<file path="config.mk">
export PLATFORM = sky130hd
export DESIGN_NAME = mdu
export DESIGN_NICKNAME = d
export VERILOG_FILES = /design/src/rtl/mdu.sv
export SDC_FILE = /design/constraint.sdc
export NUM_CORES = 1
export LEC_CHECK = 0
export ABC_AREA = 1
export CORE_ASPECT_RATIO = 2
export CORE_MARGIN = 4
export CORE_UTILIZATION = 65
export DETAILED_ROUTE_END_ITERATION = 12
export PLACE_DENSITY = 0.95
export SYNTH_ARGS = -nofsm -noshare
export SYNTH_HDL_FRONTEND = slang
export SYNTH_SLANG_ARGS = --single-unit
</file>
<file path="constraint.sdc">
create_clock -name clk -period 6 [get_ports clk]
set_input_delay 1.5 -clock clk [delete_from_list [all_inputs] [get_ports clk]]
set_output_delay 1.5 -clock clk [all_outputs]
set_load 0.01 [all_outputs]
</file>
<file path="src/rtl/mdu.sv">
// Iterative RISC-V M-extension multiply/divide unit with a radix-2 shift-add multiplier and a restoring divider.
// Define MDU_DIV_EN to build the divide datapath; without it, ops 100-111 return 0 one cycle after acceptance.
module mdu #(
    parameter int unsigned XLEN = 32
) (
    input  logic            clk,
    input  logic            rst_n,
    input  logic            in_valid,
    output logic            in_ready,
    input  logic [2:0]      op,
    input  logic [XLEN-1:0] a,
    input  logic [XLEN-1:0] b,
    output logic            out_valid,
    input  logic            out_ready,
    output logic [XLEN-1:0] result,
    output logic            busy
);

    localparam int unsigned CW = $clog2(XLEN) + 1;
    localparam int unsigned AW = 2 * XLEN;

    typedef enum logic [1:0] {
        IDLE = 2'd0,
        CALC = 2'd1,
        DONE = 2'd2
    } state_t;

    state_t          state, state_nxt;
    logic [CW-1:0]   cnt, cnt_nxt;
    // Multiply: {product_hi, multiplier}. Divide: {remainder, dividend/quotient}.
    logic [AW-1:0]   acc, acc_nxt;
    logic [XLEN-1:0] opnd, opnd_nxt;
    logic            mul_hi, mul_hi_nxt;
    logic            neg_res, neg_res_nxt;
    logic            special, special_nxt;
    logic [XLEN-1:0] result_nxt;

    logic            a_sgn, b_sgn, a_neg, b_neg;
    logic [XLEN-1:0] mag_a, mag_b;
    logic [XLEN:0]   sum;
    logic [AW-1:0]   prod;

`ifdef MDU_DIV_EN
    logic            is_div, is_div_nxt;
    logic            is_rem, is_rem_nxt;
    logic            neg_rem, neg_rem_nxt;
    logic [XLEN:0]   rem_sh, diff;
    logic [XLEN-1:0] quo_fix, rem_fix;
`endif

    // State and datapath registers; status outputs follow the next state.
    always_ff @(posedge clk or negedge rst_n) begin
        if (!rst_n) begin
            state     <= IDLE;
            cnt       <= '0;
            acc       <= '0;
            opnd      <= '0;
            mul_hi    <= 1'b0;
            neg_res   <= 1'b0;
            special   <= 1'b0;
            result    <= '0;
            in_ready  <= 1'b1;
            out_valid <= 1'b0;
            busy      <= 1'b0;
`ifdef MDU_DIV_EN
            is_div    <= 1'b0;
            is_rem    <= 1'b0;
            neg_rem   <= 1'b0;
`endif
        end else begin
            state     <= state_nxt;
            cnt       <= cnt_nxt;
            acc       <= acc_nxt;
            opnd      <= opnd_nxt;
            mul_hi    <= mul_hi_nxt;
            neg_res   <= neg_res_nxt;
            special   <= special_nxt;
            result    <= result_nxt;
            in_ready  <= (state_nxt == IDLE);
            out_valid <= (state_nxt == DONE);
            busy      <= (state_nxt != IDLE);
`ifdef MDU_DIV_EN
            is_div    <= is_div_nxt;
            is_rem    <= is_rem_nxt;
            neg_rem   <= neg_rem_nxt;
`endif
        end
    end

    // Next-state, operand capture, iteration step and sign fix-up.
    always_comb begin
        state_nxt   = state;
        cnt_nxt     = cnt;
        acc_nxt     = acc;
        opnd_nxt    = opnd;
        mul_hi_nxt  = mul_hi;
        neg_res_nxt = neg_res;
        special_nxt = special;
        result_nxt  = result;
        a_sgn       = 1'b0;
        b_sgn       = 1'b0;
        a_neg       = 1'b0;
        b_neg       = 1'b0;
        mag_a       = a;
        mag_b       = b;
        sum         = '0;
        prod        = '0;
`ifdef MDU_DIV_EN
        is_div_nxt  = is_div;
        is_rem_nxt  = is_rem;
        neg_rem_nxt = neg_rem;
        rem_sh      = '0;
        diff        = '0;
        quo_fix     = '0;
        rem_fix     = '0;
`endif

        unique case (state)
            IDLE: begin
                if (in_valid) begin
                    a_sgn       = op[2] ? !op[0] : (op[1:0] != 2'b11);
                    b_sgn       = op[2] ? !op[0] : !op[1];
                    a_neg       = a_sgn & a[XLEN-1];
                    b_neg       = b_sgn & b[XLEN-1];
                    mag_a       = a_neg ? -a : a;
                    mag_b       = b_neg ? -b : b;
                    state_nxt   = CALC;
                    cnt_nxt     = '0;
                    special_nxt = 1'b0;
                    mul_hi_nxt  = (op[1:0] != 2'b00);
                    neg_res_nxt = a_neg ^ b_neg;
                    if (!op[2]) begin
                        opnd_nxt = mag_a;
                        acc_nxt  = {XLEN'(0), mag_b};
                    end else begin
`ifdef MDU_DIV_EN
                        is_div_nxt  = 1'b1;
                        is_rem_nxt  = op[1];
                        neg_rem_nxt = a_neg;
                        opnd_nxt    = mag_b;
                        acc_nxt     = {XLEN'(0), mag_a};
                        if (b == '0) begin
                            special_nxt = 1'b1;
                            acc_nxt     = {XLEN'(0), (op[1] ? a : {XLEN{1'b1}})};
                        end else if (!op[0] && (a == {1'b1, {(XLEN-1){1'b0}}}) && (b == '1)) begin
                            special_nxt = 1'b1;
                            acc_nxt     = {XLEN'(0), (op[1] ? XLEN'(0) : a)};
                        end
`else
                        special_nxt = 1'b1;
                        acc_nxt     = '0;
`endif
                    end
`ifdef MDU_DIV_EN
                    if (!op[2]) begin
                        is_div_nxt = 1'b0;
                    end
`endif
                end
            end

            CALC: begin
                if (special) begin
                    result_nxt = acc[XLEN-1:0];
                    state_nxt  = DONE;
                end else if (cnt == CW'(XLEN)) begin
                    state_nxt = DONE;
                    prod      = neg_res ? -acc : acc;
                    result_nxt = mul_hi ? prod[AW-1:XLEN] : prod[XLEN-1:0];
`ifdef MDU_DIV_EN
                    if (is_div) begin
                        quo_fix    = neg_res ? -acc[XLEN-1:0] : acc[XLEN-1:0];
                        rem_fix    = neg_rem ? -acc[AW-1:XLEN] : acc[AW-1:XLEN];
                        result_nxt = is_rem ? rem_fix : quo_fix;
                    end
`endif
                end else begin
                    cnt_nxt = cnt + CW'(1);
`ifdef MDU_DIV_EN
                    if (is_div) begin
                        // Restoring step: shift in the next dividend bit, keep the difference if no borrow.
                        rem_sh = {acc[AW-1:XLEN], acc[XLEN-1]};
                        diff   = rem_sh - {1'b0, opnd};
                        if (!diff[XLEN]) begin
                            acc_nxt = {diff[XLEN-1:0], acc[XLEN-2:0], 1'b1};
                        end else begin
                            acc_nxt = {rem_sh[XLEN-1:0], acc[XLEN-2:0], 1'b0};
                        end
                    end else begin
                        sum     = {1'b0, acc[AW-1:XLEN]} + (acc[0] ? {1'b0, opnd} : '0);
                        acc_nxt = {sum, acc[XLEN-1:1]};
                    end
`else
                    sum     = {1'b0, acc[AW-1:XLEN]} + (acc[0] ? {1'b0, opnd} : '0);
                    acc_nxt = {sum, acc[XLEN-1:1]};
`endif
                end
            end

            DONE: begin
                if (out_ready) begin
                    state_nxt = IDLE;
                end
            end

            default: state_nxt = IDLE;
        endcase
    end

endmodule

</file>
Yosys cells after proc, flatten, opt, wreduce, memory -nomap -nowiden. Cells that the tools add are included.

Bits in registers: 142. Input bits: 71.

Reductions and logical operators: 12. Mux-type cells: 24. Add/subtract/negate cells: 5. Bitwise gates (word level): 4. Equality and inequality tests: 8.

Operators with widths (count): 2-to-1 mux 64 bit (4); 2-to-1 mux 32 bit (7); case mux 64 bit (2 select lines) (1); negator 32 bit (2); negator 64 bit (1); adder 32 x 32 -> 33 bit (1); 2-to-1 mux 6 bit (3); case mux 6 bit (2 select lines) (1); 2-to-1 mux 2 bit (4); != test 2 bit (second input constant) (4); nonzero test 2 bit (4); adder 6 x 1 -> 6 bit (second input constant) (1); == test 6 bit (second input constant) (1); case mux 2 bit (3 select lines) (1); == test 2 bit (second input constant) (2); zero test 2 bit (2); AND reduction 2 bit (2); AND reduction 4 bit (1); 2-to-1 mux 1 bit (3); AND reduction 3 bit (1); bitwise AND 1 bit (2); == test 2 x 1 -> 1 bit (second input constant) (1); zero test 1 bit (2); NOT 1 bit (1); bitwise XOR 1 bit (1).

Longest topological paths before layout. Gate-level depths: netlist of the first run.

Word-level depth: 7. Mapped depth: 18. Depth with buffers taken out: 16.

Worst setup path before layout of the first run. Ideal clock, no wire load.

Kind: input to register. From: input port b[1]. To: register acc[20]. Stages on the path: 11. Setup slack: 3.193 ns. Setup time: 0.124 ns. Buffers on the path: 0. Data required time: 5.876 ns. Arrival: 2.683 ns. Path through: inv_1 ha_1 nand2_1 nor3_4 nand2_2 nor2_2 nand3_1 o21ai_1 nand2_1 nand2_1 o21bai_1.

Cells in the longest elaborated chain, start to end: 5.

Ends and longest elaborated chain: start, declared (line 12) `input logic [XLEN-1:0] b,`; negator 32 bit (line 126) `mag_b = b_neg ? -b : b;`; 2-to-1 mux 32 bit (line 126); 2-to-1 mux 32 bit (line 132) `if (!op[2]) begin`; 2-to-1 mux 64 bit (line 120) `if (in_valid) begin`; case mux 64 bit (2 select lines) (line 118) `unique case (state)`; end signal, assigned (line 73) `acc <= acc_nxt;`; end, declared (line 31) `logic [AW-1:0] acc, acc_nxt;`.

No other way between the ends. The select of a mux whose other input is x is not followed. A chain may end at the register's enable or synchronous reset.

Final worst setup path of the first run.
From: register special. To: register acc[53].

Cells in the longest elaborated chain, start to end: 2.

Ends and longest elaborated chain: start, declared (line 35) `logic special, special_nxt;`; start signal, assigned (line 77) `special <= special_nxt;`; != test 2 bit (no line); AND reduction 4 bit (no line).

No other way between the ends.

==> run metrics, run 1 <==
die height=203 um; FP Rows=71; main flop type after synthesis=dfrtp_1; CP Class=reg -> reg; Clk pwr share=between 10% and 20%; global-route wire length before repair=78.2 mm; DR vias=between 10000 and 15000; residual DRC count=0; synthesized cell area=approximately 12000 sq um; Pleak=6.95 nW; Maximum Capacitance Violations=0; minimum clock period=4.01 ns; setup repair after global routing missed its margin=no; Synth area leader=dfrtp_1; hpwl dp=~38 mm; hold buffers post-CTS=0; Slew headroom=roughly a quarter; async set or reset register ratio after synthesis=100%; Critical Path, Cell by Cell=inv_1 > o21ai_2 > nor2_4 > inv_2 > nand2_2 > buf_4 > nor2_1 > o21bai_1; largest net degree at the start of global routing=101; sequential area share after synthesis=between 20% and 30%; status=completed; # resized after CTS=0; Die Wd=106 um; Clock Skew=around 0.014 ns; post-CTS setup buffers=0; Total Power=0.00705 W; setup violators final=0; worst slew pin tran=about 1.1 ns; Final GP Congestion=roughly 1.2; # fillers=~1600; switching power=0.00384 W; Yosys top cell area share=28.5%; drt pass-1 iters=6; synthesized instance count=2025; CP max stage cell=inv_1; Sequential Power Share=approximately a quarter; Worst VDD drop=about 0.24 mV; Post-Synthesis Net Count=2134; top cells by area, synth=dfrtp_1 29%, nand2_1 20%, nand3_1 7.5%; final WL=50.0 mm; unique cell type count in the Yosys netlist=50; pwr/cell area=501 nW/um^2; worst hold path class=reg -> reg; Startpoint Class=register; Final Slew Violations=0; Core ar.=18700 sq um; Sw Ratio=54.5%; grt total ovfl=0; IO buf count=105; Global Route Usage Sum=roughly 48%; Post-Route Setup TNS=0 ns; Setup WS post-layout=1.99 ns; clk_lat worst skew=0.46 ns; H-tree depth=4; Die Area=21400 sq um; Critical Path RT=6.34 ns; Arr. time, crit path=4.35 ns; vias in the first global route=14730; vias per cell=6.31; period utilisation layout=66.8%; antenna violations before repair=1; Worst R2R Setup Slack=a little under 2 ns; IO Pins=106; Max clock buf depth=2; Yosys warnings=0; internal power=approximately 0.0032 W; Root Buffer=clkbuf_16; Inserted Diodes=0; CP endpoint kind=register; Num Clock Sinks=142; layout cells sized above 1=5.36%; crit-path max cell delay=0.75 ns; dpl ws=2.05 ns; Final Util=75.1%; clock transition at the registers of the reported paths=0.07 ns; area grow syn2layout=13.7%; Placement Cell Area=13500 sq um; Achievable Freq=249 MHz; Initial DRC Count=1428; Post-synth EDFFs=0; total CTS buffers=17; CTS tree=built; Final ANT Viol Nets=0; CP max FO=between 40 and 50; initial core utilization=66.0%; synthesized area per cell=6.11 sq um; combinational fraction of design power=59.0%; post-route design area=between 10000 and 15000 sq um; NumNets Final=2204; Top delay family on crit path=buffers and inverters; buffers plus inverters on the worst setup path=3; Final Hold Fails=0; per-cell routed wire length=between 20 and 25 um; Seq cells post-synth=142
==> through the flow <==
stage,hold WS [ns],instances
after floorplan,0.449,2025
after detailed placement,0.464,2331
final,0.478,2363
after CTS,0.482,2363
after global routing,0.497,2363
after global placement,0.463,2331
==> synth_stat cells, types with 6 or more instances <==
master    instances
nand4_1          25
o221ai_1         17
nor2_4            8
nor2_2           12
a31oi_1           6
xor2_1           15
o21a_1            6
dfrtp_1         141
xnor2_1           7
o22ai_1          10
inv_2            13
nand2_1         653
buf_2            27
o21ai_2           6
inv_1           199
o21ai_0         121
o31ai_1           7
ha_1             37
nand2_2          15
nor3_1           22
a21oi_1         138
nand3_1         186
clkbuf_1         25
nor2_1          246
o21ai_1          20
nand3b_1         10
==> cells by family (layout without fill, tap and decap cells) <==
logic type	count (synthesis)	count (layout)	share of synthesized area, %
flip-flops	142	142	28.7
adder cells (fa/ha/maj)	38	38	3.90
buffers and inverters	275	358	8.81
XOR/XNOR	22	22	1.56
AND/OR/NAND/NOR	1194	1194	41.1
AO/OA/AOI/OAI	354	354	15.9
==> state kept, by name, summed over array words and instances, names as in the netlist <==
| register | count |
|---|---|
| neg_res | 1 |
| busy | 1 |
| mul_hi | 1 |
| state | 2 |
| cnt | 6 |
| in_ready | 1 |
| opnd | 32 |
| special | 1 |
| out_valid | 1 |
| acc | 64 |
| result | 32 |
==> tightest hold or removal path, stage by stage, from the launching register on <==
cell and delay [ns]:
dfrtp_1 0.34, nand2_1 0.05, nand2_1 0.05
==> metal layers <==
layer,global-route usage (%),wire (um),vias to the layer above
met4,51.0,7020,2
met2,80.4,24100,1001
li1,-,-,6788
met3,13.9,4400,457
met5,0,7,-
met1,43.0,14400,6668
==> power by group through the flow <==
stage | Sequential, W | Combinational (W) | Clock (W)
after global routing | 0.00189 | 0.00459 | 0.00106
after global placement | 0.00182 | 0.00387 | 0
after floorplan | 0.00166 | 0.00276 | 0
final | 0.00186 | 0.00416 | 0.00103
after detailed placement | 0.00183 | 0.00395 | 0
after CTS | 0.00182 | 0.00398 | 0.00102
==> worst paths after layout <==
check	cells after the start	to	start
max in group asynchronous	2	acc[47]$_DFFE_PN0P_	rst_n
worst max-delay path	8	acc[53]$_DFFE_PN0P_	special$_DFFE_PN0P_
worst min register to register	2	result[12]$_DFFE_PN0P_	result[12]$_DFFE_PN0P_
worst min-delay path	2	result[12]$_DFFE_PN0P_	result[12]$_DFFE_PN0P_
min in group asynchronous	1	acc[10]$_DFFE_PN0P_	rst_n
worst max register to register	8	acc[53]$_DFFE_PN0P_	special$_DFFE_PN0P_
==> layout by cell type (no fill, tap or decap), drive strengths merged, types with 3 or more instances in the layout <==
cell / instances
nand4: 25
clkinv: 8
xnor2: 7
o21ai: 147
dfrtp: 141
a31oi: 6
or2: 4
o21bai: 5
inv: 219
a21boi: 3
o22ai: 10
a21oi: 138
nand2: 671
nand3b: 10
buf: 8
nand3: 190
clkbuf: 17
o31ai: 7
o211ai: 5
a22oi: 5
o221ai: 17
ha: 37
clkdlybuf4s50: 104
o21a: 6
nor3: 23
xor2: 15
nor2: 267
==> area by class of cell <==
type                    instances  area [sq um]  area share (%)
well taps                     255           319            2.27
flip-flops and latches        142          3560            25.3
repair buffers                112          1100            7.85
clock buffers                  17           425            3.02
clock inverters                15           131           0.933
inverters                     214           805            5.72
multi-input cells            1608          7730            54.9
(Power assumes the default switching activity.)
==> inputs of run 2 (changes only) <==
- CORE_UTILIZATION: 65 -> 54
- PLACE_DENSITY: 0.95 -> 0.85
- clock period: 6 -> 3.6 ns (I/O delays scaled with it)
==> run 2 against run 1 <==
  * Sequential power is 70% higher
  * Via count shrank 2.9%
  * Clock power up 68%
  * Power up 68%
  * Critical path depth increased by 5
  * Final cell count is 1.7% higher
  * Utilization shrank 12 points
  * Critical endpoint is now acc[50]$_DFFE_PN0P_
  * Highest routed layer is now met4
  * Worst hold slack worse by 0.037 ns
==> run metrics, run 2 (same netlist as run 1, synthesis figures left out) <==
largest net degree at the start of global routing=80 (-21%); Num Clock Sinks=142 (unchanged); Critical Path RT=3.95 ns (-2.39 ns); Layout Cells excl Fill=2403 (+1.7%); minimum clock period=3.40 ns (-0.615 ns); Core ar.=22600 sq um (+21%); vias in the first global route=14477 (-1.7%); Final Hold Fails=0 (unchanged); area of the multi-input gates=7730 sq um (unchanged); clk_lat worst skew=0.47 ns (about the same); status=completed; Post-Route Setup TNS=0 ns (unchanged); total CTS buffers=17 (unchanged); worst slew pin tran=0.774 ns (-0.366 ns); CTS tree=built; H-tree depth=4 (unchanged); Worst VDD drop=0.620 mV (+160%); Final Util=63.0% (-12 points); layout cells sized above 1=5.98% (+0.62 points); commonest cells after routing, fill and taps aside=652 x nand2_1, 246 x nor2_1, 199 x inv_1; hpwl dp=42.2 mm (+12%); drt pass-1 iters=7 (+1); vias per cell=6.03 (-4.5%); Final Slew Violations=0 (unchanged); Total Power=0.0119 W (+68%); NumNets Final=2219 (+0.68%); commonest non-fill, non-tap cell in the layout=nand2_1; Initial DRC Count=1232 (-14%); Global Route Usage Sum=42.0% (-5.7 points); IO Pins=106 (unchanged); global-route wire length before repair=80.3 mm (+2.6%); Largest regs=acc: 64 flops, opnd: 32 flops, result: 32 flops; CP max FO=18 (-59%); final WL=53.4 mm (+7.0%); post-CTS setup buffers=0 (unchanged); residual DRC count=0 (unchanged); setup repair after global routing missed its margin=no; clock transition at the registers of the reported paths=0.07 ns (about the same); CP Class=reg -> reg; Inserted Diodes=0 (unchanged); hold buffers post-CTS=0 (unchanged); period utilisation layout=94.3% (+27 points); pwr/cell area=833 nW/um^2 (+66%); antenna violations before repair=0 (-1); Final ANT Viol Nets=0 (unchanged); setup violators final=0 (unchanged); Placed Cells=2371 (+1.7%); Max clock buf depth=2 (unchanged); Largest register FFs=64 (unchanged); FP Rows=78 (+9.9%); per-cell routed wire length=22.2 um (+5.2%); DR vias=14490 (-2.9%); Clock Skew=0.0123 ns (-0.00208 ns); # resized after CTS=0 (unchanged); Final GP Congestion=1.04 (-11%); Maximum Capacitance Violations=0 (unchanged); CP endpoint kind=register; IO buf count=105 (unchanged); area grow syn2layout=15.2%; Pleak=7.03 nW (+1.2%); initial core utilization=54.7% (-11 points); Slew headroom=48.4% (+24 points); Biggest register=acc; Startpoint Class=register; # fillers=2188 (+40%); R2R depth=13 (+5); Die Area=25600 sq um (+19%); grt total ovfl=0 (unchanged); Achievable Freq=294 MHz (+18%); worst hold path class=in -> async; Root Buffer=clkbuf_16; Die Wd=115 um (+9.0%); Reg area=3560 sq um (about the same); Arr. time, crit path=3.74 ns (-0.61 ns); die height=222 um (+9.3%)
-- run 2: final cells by class --
class | instances | share of cell area, %
inverter | 214 | 5.64
sequential | 142 | 24.9
clock buffer | 17 | 2.98
timing repair buffer | 127 | 8.80
clock inverter | 15 | 0.904
multi-input combinational | 1608 | 54.3
tap | 280 | 2.46
-- run 2: worst max-delay path: stages, from the launching register on --
cell and delay [ns]:
dfrtp_1 0.64, buf_4 0.30, nand2_1 0.06, inv_1 0.04
ha_1 0.37, nand2_1 0.12, nor2_1 0.23, inv_1 0.11
nor2_1 0.54, nand4_1 0.42, nand3_1 0.23, nand2_1 0.07
nand2_1 0.06, o22ai_1 0.06
-- run 2: worst paths after layout --
kind                            slack [ns]                   start                endpoint
worst max-delay path                  0.20      acc[0]$_DFFE_PN0P_     acc[50]$_DFFE_PN0P_
worst min-delay path                  0.44                   rst_n  result[10]$_DFFE_PN0P_
min in group clk                      0.48  result[14]$_DFFE_PN0P_  result[14]$_DFFE_PN0P_
max in group asynchronous             2.25                   rst_n    opnd[10]$_DFFE_PN0P_
worst min register to register        0.48  result[14]$_DFFE_PN0P_  result[14]$_DFFE_PN0P_
worst max register to register        0.20      acc[0]$_DFFE_PN0P_     acc[50]$_DFFE_PN0P_
-- run 2: metrics by stage --
stage          cell area [sq um]  setup WS [ns]  hold slack [ns]
4_1_cts                    14300          0.526            0.474
2_1_floorplan              12400           1.22            0.449
5_1_grt                    14300          0.176            0.493
3_3_place_gp               13700          0.553            0.463
6_report                   14300          0.204            0.441
3_5_place_dp               13700          0.553            0.464
-- run 2: power by group --
part | total [W] | internal (W) | switching (W)
clock | 0.00173 | 0.000902 | 0.000833
combinational | 0.00697 | 0.00229 | 0.00468
sequential | 0.00317 | 0.00224 | 0.000929
-- run 2: per-layer routing --
layer / global-route usage (%) / share of wire (%) / vias up
met5: 0 / 0 / -
met4: 40.8 / 12 / 0
met3: 7.27 / 5.6 / 313
met2: 74.9 / 52 / 721
met1: 37.7 / 30 / 6653
li1: - / - / 6803
